### src/rtl/irq_sched_pkg.sv
// Shared constants for irq_sched: register map, FSM states and ISR bit positions.
// No logic or latency here. Backpressure does not apply.
package irq_sched_pkg;

  localparam logic [3:0] ADDR_MASK = 4'd0;
  localparam logic [3:0] ADDR_PEND = 4'd4;
  localparam logic [3:0] ADDR_MODE = 4'd8;
  localparam logic [3:0] ADDR_ISR  = 4'd12;

  localparam int ISR_VALID = 31;
  localparam int ISR_TMO   = 30;

  typedef enum logic [1:0] {
    ST_IDLE    = 2'd0,
    ST_REQ     = 2'd1,
    ST_SERVICE = 2'd2
  } state_e;

  function automatic logic [31:0] isr_word(input logic valid, input logic tmo, input logic [2:0] id);
    isr_word            = '0;
    isr_word[ISR_VALID] = valid;
    isr_word[ISR_TMO]   = tmo;
    isr_word[2:0]       = id;
  endfunction

endpackage

### src/rtl/irq_sched_if.sv
// Device-bus register port plus CPU req/ack handshake of the interrupt scheduler.
// Wires only. The CPU paces requests through ack_i; the register bus never stalls.
interface irq_sched_if;
  logic [3:0]  ADD_I;
  logic        WE_I;
  logic [31:0] DAT_I;
  logic [31:0] DAT_O;
  logic        irq_o;
  logic [2:0]  irq_id_o;
  logic        ack_i;
  logic        busy_o;

  modport master (output ADD_I, WE_I, DAT_I, ack_i, input DAT_O, irq_o, irq_id_o, busy_o);
  modport slave  (input ADD_I, WE_I, DAT_I, ack_i, output DAT_O, irq_o, irq_id_o, busy_o);
endinterface

### src/rtl/irq_prio_enc.sv
// Fixed-priority encoder: lowest set bit wins. Purely combinational, zero latency.
// No handshake, so no backpressure.
module irq_prio_enc #(
  parameter int NSRC = 6
) (
  input  logic [NSRC-1:0] vec,
  output logic [2:0]      id,
  output logic            any
);

  always_comb begin
    id = '0;
    for (int i = NSRC - 1; i >= 0; i--) begin
      if (vec[i]) id = 3'(i);
    end
  end

  assign any = |vec;

endmodule

### src/rtl/irq_sched.sv
// Interrupt scheduler: pend latch, mask, fixed priority, req/ack to CPU, EOI via ISR write; IRQ_SCHED_ACK_TMO_EN adds an ack timeout.
// Latency: pending source to irq_o 2 cycles; irq_o holds (no new winner) until ack, unpend or timeout.
module irq_sched
  import irq_sched_pkg::*;
#(
  parameter int NSRC    = 6,
  parameter int ACK_TMO = 255
) (
  input  logic            clk,
  input  logic            reset,
  irq_sched_if.slave      bus,
  input  logic [NSRC-1:0] src_irq_i
);

  logic [NSRC-1:0] mask_q, mode_q, pend_q, hist_q;
  logic [NSRC-1:0] elig, rise, pend_clr, grant_clr, pend_d;
  logic [7:0]      elig8;
  logic [2:0]      id_q, isr_id_q, win_id;
  logic            win_any, grant, tmo_bit, unused_bits;
  logic            wr_mask, wr_pend, wr_mode, wr_isr;
  state_e          state_q, state_d;

  assign wr_mask = bus.WE_I && (bus.ADD_I == ADDR_MASK);
  assign wr_pend = bus.WE_I && (bus.ADD_I == ADDR_PEND);
  assign wr_mode = bus.WE_I && (bus.ADD_I == ADDR_MODE);
  assign wr_isr  = bus.WE_I && (bus.ADD_I == ADDR_ISR);

  assign elig  = pend_q & mask_q;
  assign elig8 = 8'(elig);

  irq_prio_enc #(.NSRC(NSRC)) u_enc (
    .vec (elig),
    .id  (win_id),
    .any (win_any)
  );

`ifdef IRQ_SCHED_ACK_TMO_EN
  localparam logic [7:0] TMO_LAST = 8'(ACK_TMO - 1);
  logic [7:0] tmo_cnt_q;
  logic       tmo_q, tmo_hit;
  assign tmo_bit     = tmo_q;
  assign unused_bits = ^bus.DAT_I[31:NSRC];
`else
  assign tmo_bit     = 1'b0;
  assign unused_bits = ^{bus.DAT_I[31:NSRC], 8'(ACK_TMO)};
`endif

  always_comb begin
    state_d = state_q;
`ifdef IRQ_SCHED_ACK_TMO_EN
    tmo_hit = 1'b0;
`endif
    case (state_q)
      ST_IDLE:    if (win_any) state_d = ST_REQ;
      // Losing eligibility takes priority over a same-cycle ack.
      ST_REQ: begin
        if (!elig8[id_q])    state_d = ST_IDLE;
        else if (bus.ack_i)  state_d = ST_SERVICE;
`ifdef IRQ_SCHED_ACK_TMO_EN
        else if (tmo_cnt_q == TMO_LAST) begin
          state_d = ST_IDLE;
          tmo_hit = 1'b1;
        end
`endif
      end
      ST_SERVICE: if (wr_isr) state_d = ST_IDLE;
      default:    state_d = ST_IDLE;
    endcase
  end

  assign grant     = (state_q == ST_REQ) && (state_d == ST_SERVICE);
  assign grant_clr = grant ? (({{(NSRC-1){1'b0}}, 1'b1} << id_q) & mode_q) : '0;
  assign rise      = src_irq_i & ~hist_q;
  assign pend_clr  = (wr_pend ? bus.DAT_I[NSRC-1:0] : '0) | grant_clr;
  // Edge bits: a new rising edge beats any clear in the same cycle.
  assign pend_d    = (mode_q & (rise | (pend_q & ~pend_clr))) | (~mode_q & src_irq_i);

  always_ff @(posedge clk or negedge reset) begin
    if (!reset) begin
      mask_q   <= '0;
      mode_q   <= '0;
      pend_q   <= '0;
      hist_q   <= '0;
      id_q     <= '0;
      isr_id_q <= '0;
      state_q  <= ST_IDLE;
    end else begin
      pend_q  <= pend_d;
      hist_q  <= src_irq_i;
      state_q <= state_d;
      if (wr_mask) mask_q <= bus.DAT_I[NSRC-1:0];
      if (wr_mode) mode_q <= bus.DAT_I[NSRC-1:0];
      if ((state_q == ST_IDLE) && win_any) id_q <= win_id;
      if (grant) isr_id_q <= id_q;
    end
  end

`ifdef IRQ_SCHED_ACK_TMO_EN
  always_ff @(posedge clk or negedge reset) begin
    if (!reset) begin
      tmo_cnt_q <= '0;
      tmo_q     <= 1'b0;
    end else begin
      tmo_cnt_q <= (state_q == ST_REQ) ? tmo_cnt_q + 8'd1 : 8'd0;
      if (tmo_hit)     tmo_q <= 1'b1;
      else if (wr_isr) tmo_q <= 1'b0;
    end
  end
`endif

  always_comb begin
    bus.DAT_O = '0;
    case (bus.ADD_I)
      ADDR_MASK: bus.DAT_O = 32'(mask_q);
      ADDR_PEND: bus.DAT_O = 32'(pend_q);
      ADDR_MODE: bus.DAT_O = 32'(mode_q);
      ADDR_ISR:  bus.DAT_O = isr_word(state_q == ST_SERVICE, tmo_bit, isr_id_q);
      default:   bus.DAT_O = '0;
    endcase
  end

  assign bus.irq_o    = (state_q == ST_REQ);
  assign bus.busy_o   = (state_q == ST_SERVICE);
  assign bus.irq_id_o = id_q;

endmodule

### src/flat_wrapper.sv
// flat-port wrapper written by rule: the top's interface ports become plain ports
module irq_sched_flat import irq_sched_pkg::*;
#(
  parameter int NSRC    = 6,
  parameter int ACK_TMO = 255
)
  (clk, reset, src_irq_i, bus_ADD_I, bus_WE_I, bus_DAT_I, bus_ack_i, bus_DAT_O, bus_irq_o, bus_irq_id_o, bus_busy_o);
  irq_sched_if bus_i ();
  input  logic clk;
  input  logic reset;
  input  logic [NSRC-1:0] src_irq_i;
  input wire logic [$bits(bus_i.ADD_I)-1:0] bus_ADD_I;
  input wire logic [$bits(bus_i.WE_I)-1:0] bus_WE_I;
  input wire logic [$bits(bus_i.DAT_I)-1:0] bus_DAT_I;
  input wire logic [$bits(bus_i.ack_i)-1:0] bus_ack_i;
  output wire logic [$bits(bus_i.DAT_O)-1:0] bus_DAT_O;
  output wire logic [$bits(bus_i.irq_o)-1:0] bus_irq_o;
  output wire logic [$bits(bus_i.irq_id_o)-1:0] bus_irq_id_o;
  output wire logic [$bits(bus_i.busy_o)-1:0] bus_busy_o;
  assign bus_i.ADD_I = bus_ADD_I;
  assign bus_i.WE_I = bus_WE_I;
  assign bus_i.DAT_I = bus_DAT_I;
  assign bus_i.ack_i = bus_ack_i;
  assign bus_DAT_O = bus_i.DAT_O;
  assign bus_irq_o = bus_i.irq_o;
  assign bus_irq_id_o = bus_i.irq_id_o;
  assign bus_busy_o = bus_i.busy_o;
  irq_sched #(.NSRC(NSRC), .ACK_TMO(ACK_TMO)) u_core (.clk(clk), .reset(reset), .bus(bus_i), .src_irq_i(src_irq_i));
endmodule
### config.mk
export PLATFORM = sky130hd
export DESIGN_NAME = irq_sched_flat
export DESIGN_NICKNAME = d
export VERILOG_FILES = /design/src/rtl/irq_sched_pkg.sv /design/src/rtl/irq_sched_if.sv /design/src/rtl/irq_prio_enc.sv /design/src/rtl/irq_sched.sv /design/src/flat_wrapper.sv
export SDC_FILE = /design/constraint.sdc
export NUM_CORES = 1
export LEC_CHECK = 0
export CAP_MARGIN = 20
export CORE_MARGIN = 2
export CORE_UTILIZATION = 30
export CTS_BUF_LIST = sky130_fd_sc_hd__clkbuf_4 sky130_fd_sc_hd__clkbuf_8
export CTS_CLUSTER_SIZE = 10
export DETAILED_ROUTE_END_ITERATION = 10
export PLACE_DENSITY_LB_ADDON = 0.05
export SLEW_MARGIN = 20
export SYNTH_ARGS = -nofsm -noshare
export SYNTH_HDL_FRONTEND = slang
export SYNTH_SLANG_ARGS = --single-unit
export TNS_END_PERCENT = 100
### constraint.sdc
create_clock -name clk -period 4.8 [get_ports clk]
set_input_delay 0.96 -clock clk [delete_from_list [all_inputs] [get_ports clk]]
set_output_delay 0.96 -clock clk [all_outputs]
set_load 0.02 [all_outputs]
==> results of run 1 <==
==> stage by stage <==
stage / cell area [um2] / std cells / hold WS, ps
4_1_cts: 2260 / 286 / 516
5_1_grt: 2260 / 286 / 531
3_3_place_gp: 2160 / 278 / 500
2_1_floorplan: 1950 / 198 / 477
3_5_place_dp: 2160 / 278 / 498
6_report: 2260 / 286 / 515
==> power by group through the flow <==
| stage | clock (mW) | combinational, mW | sequential [mW] |
|---|---|---|---|
| after floorplan | 0 | 0.239 | 0.400 |
| after global placement | 0 | 0.329 | 0.420 |
| after detailed placement | 0 | 0.329 | 0.422 |
| after CTS | 0.229 | 0.331 | 0.416 |
| after global routing | 0.240 | 0.363 | 0.431 |
| final | 0.223 | 0.328 | 0.417 |
==> Yosys cell counts, drive strengths merged, types with 2 or more instances <==
library cell / number
a21boi: 2
a21oi: 8
a22oi: 3
a31oi: 6
a32oi: 4
and2: 6
buf: 29
dfrtp: 32
inv: 2
mux2: 14
mux2i: 3
mux4: 3
nand2: 13
nand3: 8
nand3b: 2
nor2: 10
nor2b: 3
nor3: 2
nor3b: 2
or2b: 2
==> final cells by class <==
cell class                 count  area [um2]  area share [%]
timing repair buffer          35         340            15.1
multi-input combinational    134         920            40.7
tap                           75        93.8            4.15
sequential                    32         801            35.4
clock buffer                   8        97.6            4.32
inverter                       2        7.51           0.332
==> layer usage <==
| metal | vias to the layer above | global-route usage, % | share of wire (%) | wire (um) |
|---|---|---|---|---|
| met3 | 4 | 4.02 | 4.7 | 220 |
| li1 | 659 | - | - | - |
| met1 | 682 | 20.9 | 49 | 2290 |
| met4 | 0 | 5.08 | 1.2 | 54 |
| met5 | - | 0 | 0 | 0 |
| met2 | 51 | 22.6 | 45 | 2070 |
==> sequential cells by signal, summed over array words and instances, names as in the netlist <==
| register | cells |
|---|---|
| u_core.mode_q | 6 |
| u_core.mask_q | 6 |
| u_core.hist_q | 6 |
| u_core.isr_id_q | 3 |
| u_core.bus.irq_id_o | 3 |
| u_core.state_q | 2 |
| u_core.pend_q | 6 |
==> worst max path at each step <==
stage | startpoint | end | slack (ps) | cells after the start
after floorplan | bus_ADD_I[3] | bus_DAT_O[0] | 1920 | 3
after global placement | bus_ADD_I[3] | bus_DAT_O[0] | 960 | 5
after detailed placement | bus_ADD_I[3] | bus_DAT_O[0] | 960 | 5
after CTS | bus_ADD_I[3] | bus_DAT_O[0] | 960 | 5
after global routing | bus_ADD_I[3] | bus_DAT_O[1] | 900 | 5
final | bus_ADD_I[3] | bus_DAT_O[0] | 970 | 5
==> kinds of logic (layout without fill, tap and decap cells) <==
family                 Yosys count  in the layout  synth area share [%]
multiplexers                    20             20                  14.1
AO/OA/AOI/OAI                   35             35                  13.7
AND/OR/NAND/NOR                 54             54                  16.6
flip-flops                      32             32                  43.1
buffers and inverters           32             45                  12.3
other                            1             25                 0.202
==> impl_metrics.py, run 1 <==
metrics = {
    "status": {
        "outcome": "finished clean",
    },
    "final_layout": {
        "fin_util_pct": 37.9,
        "layout_common_cells": "dfrtp_1, clkdlybuf4s50_1, conb_1, nand2_1, mux2_2",
        "fin_nets": 256,
        "drive_gt1_share_pct": 16.1,
        "layout_commonest_cell": "dfrtp_1",
        "syn_to_final_growth_pct": 21.6,
        "fillCellCount": 604,
        "diodes": 0,
    },
    "power": {
        "vdd_drop_max_mv": 0.160,
        "power_switching_mw": 0.344,
        "p_per_area_nw_per_um2": 428,
        "p_int_mw": 0.625,
        "p_comb_share_pct": 33.9,
        "power_frac_clock_pct": 23.1,
        "p_leak_nw": 0.956,
        "p_seq_share_pct": 43.1,
        "p_total_mw": 0.968,
        "swShare_pct": 35.5,
    },
    "floorplanning": {
        "coreArea_um2": 5960,
        "fp.dieH_um": 82.7,
        "initial_core_util_pct": 31.2,
        "rows": 28,
        "die_area_um2": 6840,
        "ioPinCount": 83,
        "fp.dieW_um": 82.7,
    },
    "cts": {
        "numCtsBuffers": 5,
        "clk_pin_slew_ps": 70,
        "cts_resized": 0,
        "cts-root-buf": "clkbuf_8",
        "cts_setup_buffers": 0,
        "cts_sinks": 32,
        "clock_path_buffers": 2,
        "cts_tree": "yes",
        "htree_levels": 2,
        "hold_buffers": 0,
        "clk_latency_ps": 280,
    },
    "hold_path": {
        "min_to": "u_core.isr_id_q[0]",
        "min_path_cells": 1,
        "min_path_type": "reg2reg",
        "hold_start": "u_core.isr_id_q[0]",
    },
    "logic_synthesis": {
        "synth-edff-count": 0,
        "async_flop_share_pct": 100,
        "synthesis.area_um2": 1860,
        "avgSynthCellArea_um2": 10.7,
        "synth_top_area_cell": "dfrtp_1",
        "synth.distinct_cells": 44,
        "ys_ff_latch": 32,
        "synth_area_leaders": "dfrtp_1, buf_4, mux2_2",
        "ys.flop_type": "dfrtp_1",
        "yosysSeqAreaShare_pct": 43.1,
        "yosys_warnings": 0,
        "synthCells": 174,
        "yosys.area.top_type_share_pct": 43.1,
    },
    "global_route": {
        "gr-usage-all-layers_pct": 15.0,
        "grt_max_degree": 33,
        "overflow": 0,
        "grt_pass1_vias": 1341,
        "grt_pass1_wl_um": 7290,
        "antenna_found_initial": 0,
    },
    "sta": {
        "slew_viol_final": 0,
        "worst_pin_slew_ps": 517,
        "max_freq_ghz": 0.261,
        "hold_viol_final": 0,
        "rsz0062_at_grt": "no",
        "fin_crit_sh_pct": 79.7,
        "finalSetupTns_ps": 0,
        "min_period_ps": 3830,
        "finalSetupViolations": 0,
        "fin_skew_ps": 5.51,
        "slew_headroom_pct": 65.5,
        "setup_ws_ps": 975,
    },
    "critical_path": {
        "critPathMaxStageDelay_ps": 530,
        "required_ps": 3840,
        "path_delay_family": "buffers and inverters",
        "r2r-start": "u_core.bus.irq_id_o[0]",
        "crit_top_cell": "clkdlybuf4s50_1",
        "cpMaxStageDelayCell": "clkdlybuf4s50_1",
        "crit_path_start_kind": "input port",
        "reg2regPathDepth": 4,
        "r2r_setup_slack_ps": 2790,
        "critPathKind": "in2out",
        "r2r-end": "u_core.isr_id_q[0]",
        "cp_max_fo": 10,
        "cp.arrival_ps": 2870,
        "path_cells": "clkdlybuf4s50_1 -> buf_4 -> mux4_2 -> and2_1 -> clkdlybuf4s50_1",
        "worstSetupEndpointType": "primary output",
        "path_buf_inv": 3,
    },
    "detailed_routing": {
        "drtIter0Drc": 95,
        "wl_per_cell_um": 16.2,
        "drc": 0,
        "drt_pass1_iterations": 4,
        "vias_per_cell": 4.88,
        "via_count": 1396,
        "antenna_left": 0,
        "routed_wl_um": 4630,
    },
    "placement": {
        "gp_congestion": 0.746,
        "pre_cts_ws_ps": 955,
        "numPortBuffers": 31,
        "dp_hpwl_um": 3340,
    },
    "run": {
        "drv_cap": 0,
    },
}
Note: power is estimated with default switching activity, not from simulation.
==> run 2, diff against run 1 <==
- clock period: 4.8 -> 3.8 ns (I/O delays scaled with it)
==> run 2 against run 1 <==
Net effect: critical path depth rose by 1; core utilization rose by 0.13 points; final cell count rose by 0.35%; sequential share of layout area fell by 0.12 points; clock skew rose by 0.89 ps; non-clock buffer count rose by 1; sequential cell count did not move; sequential power rose by 26%; first-iteration DRC count fell by 17%; combinational power rose by 27%; hold slack improved by 2.6 ps; total power rose by 27%; critical path type unchanged; critical endpoint is now bus_DAT_O[4]; largest cell class unchanged.
==> impl_metrics.py, run 2 (synthesis gave the netlist of run 1 again) <==
metrics = {
    "cts": {
        "htree_levels": 2,
        "clock_path_buffers": 2,
        "hold_buffers": 0,
        "cts_tree": "yes",
        "clk_latency_ps": 280,
        "numCtsBuffers": 5,
        "cts_sinks": 32,
        "cts-root-buf": "clkbuf_8",
        "clk_pin_slew_ps": 70,
        "cts_resized": 0,
        "cts_setup_buffers": 0,
    },
    "sta": {
        "max_freq_ghz": 0.283,
        "setup_ws_ps": 272,
        "fin_skew_ps": 6.40,
        "slew_headroom_pct": 64.2,
        "rsz0062_at_grt": "no",
        "hold_viol_final": 0,
        "finalSetupViolations": 0,
        "worst_pin_slew_ps": 536,
        "finalSetupTns_ps": 0,
        "fin_crit_sh_pct": 92.8,
        "slew_viol_final": 0,
        "min_period_ps": 3530,
    },
    "detailed_routing": {
        "drt_pass1_iterations": 4,
        "drc": 0,
        "wl_per_cell_um": 15.9,
        "drtIter0Drc": 79,
        "vias_per_cell": 4.91,
        "routed_wl_um": 4570,
        "antenna_left": 0,
        "via_count": 1408,
    },
    "global_route": {
        "gr-usage-all-layers_pct": 14.7,
        "antenna_found_initial": 0,
        "overflow": 0,
        "grt_max_degree": 33,
        "grt_pass1_vias": 1350,
        "grt_pass1_wl_um": 7210,
    },
    "critical_path": {
        "cp_max_fo": 7,
        "required_ps": 3040,
        "worstSetupEndpointType": "primary output",
        "crit_path_start_kind": "input port",
        "cp.arrival_ps": 2770,
        "critPathKind": "in2out",
    },
    "floorplanning": {
        "die_area_um2": 6840,
        "ioPinCount": 83,
        "rows": 28,
        "initial_core_util_pct": 31.2,
        "fp.dieW_um": 82.7,
        "coreArea_um2": 5960,
        "fp.dieH_um": 82.7,
    },
    "final_layout": {
        "drive_gt1_share_pct": 16.5,
        "syn_to_final_growth_pct": 22.0,
        "layout_common_cells": "dfrtp_1, clkdlybuf4s50_1, conb_1, nand2_1, mux2_2",
        "fin_nets": 257,
        "diodes": 0,
        "layout_commonest_cell": "dfrtp_1",
    },
    "hold_path": {
        "min_path_type": "reg2reg",
    },
    "placement": {
        "dp_hpwl_um": 3430,
        "gp_congestion": 0.731,
        "numPortBuffers": 31,
        "pre_cts_ws_ps": 256,
    },
    "run": {
        "drv_cap": 0,
    },
    "power": {
        "vdd_drop_max_mv": 0.238,
        "p_per_area_nw_per_um2": 542,
        "p_total_mw": 1.23,
        "p_leak_nw": 0.961,
    },
    "status": {
        "outcome": "finished clean",
    },
}
## run 2: layout make-up
cell class | count | area, um2
flip-flops and latches | 32 | 801
multi-input cells | 134 | 920
clock buffers | 8 | 97.6
well taps | 75 | 93.8
repair buffers | 36 | 348
fillers | 601 | 3690
inverters | 2 | 7.51
## run 2: worst paths after layout
check,end,cells after the start,startpoint,slack [ps]
max in group asynchronous,u_core.bus.irq_id_o[1],2,reset,2620
max,bus_DAT_O[4],6,bus_ADD_I[3],270
min in group asynchronous,u_core.hist_q[2],2,reset,880
min,u_core.isr_id_q[0],1,u_core.isr_id_q[0],520
min reg2reg,u_core.isr_id_q[0],1,u_core.isr_id_q[0],520
max reg2reg,u_core.isr_id_q[1],4,u_core.bus.irq_id_o[0],1790
## run 2: critical path: stages
cell and delay (ps):
clkdlybuf4s50_1 580, buf_4 270, nor2b_1 320, a21oi_1 120, nor2_1 110, clkdlybuf4s50_1 610
## run 2: report_power, final
group	leakage [nW]	internal, mW	switching, mW
clock	0.0523	0.162	0.122
combinational	0.521	0.206	0.211
sequential	0.388	0.422	0.106
## run 2: stage by stage
stage / hold WS (ps) / cells / instance area, um2 / util (%)
floorplan: 464 / 198 / 1950 / -
global placement: 502 / 279 / 2170 / 36.4
detailed placement: 501 / 279 / 2170 / 36.4
CTS: 523 / 287 / 2270 / 38.1
global route: 547 / 287 / 2270 / 38.1
finish: 518 / 287 / 2270 / 38.1
## run 2: layer usage
layer	global-route usage [%]	routed length [um]
met1	20.0	2150
met2	22.6	2090
met3	4.13	258
met4	4.75	69
met5	0	0
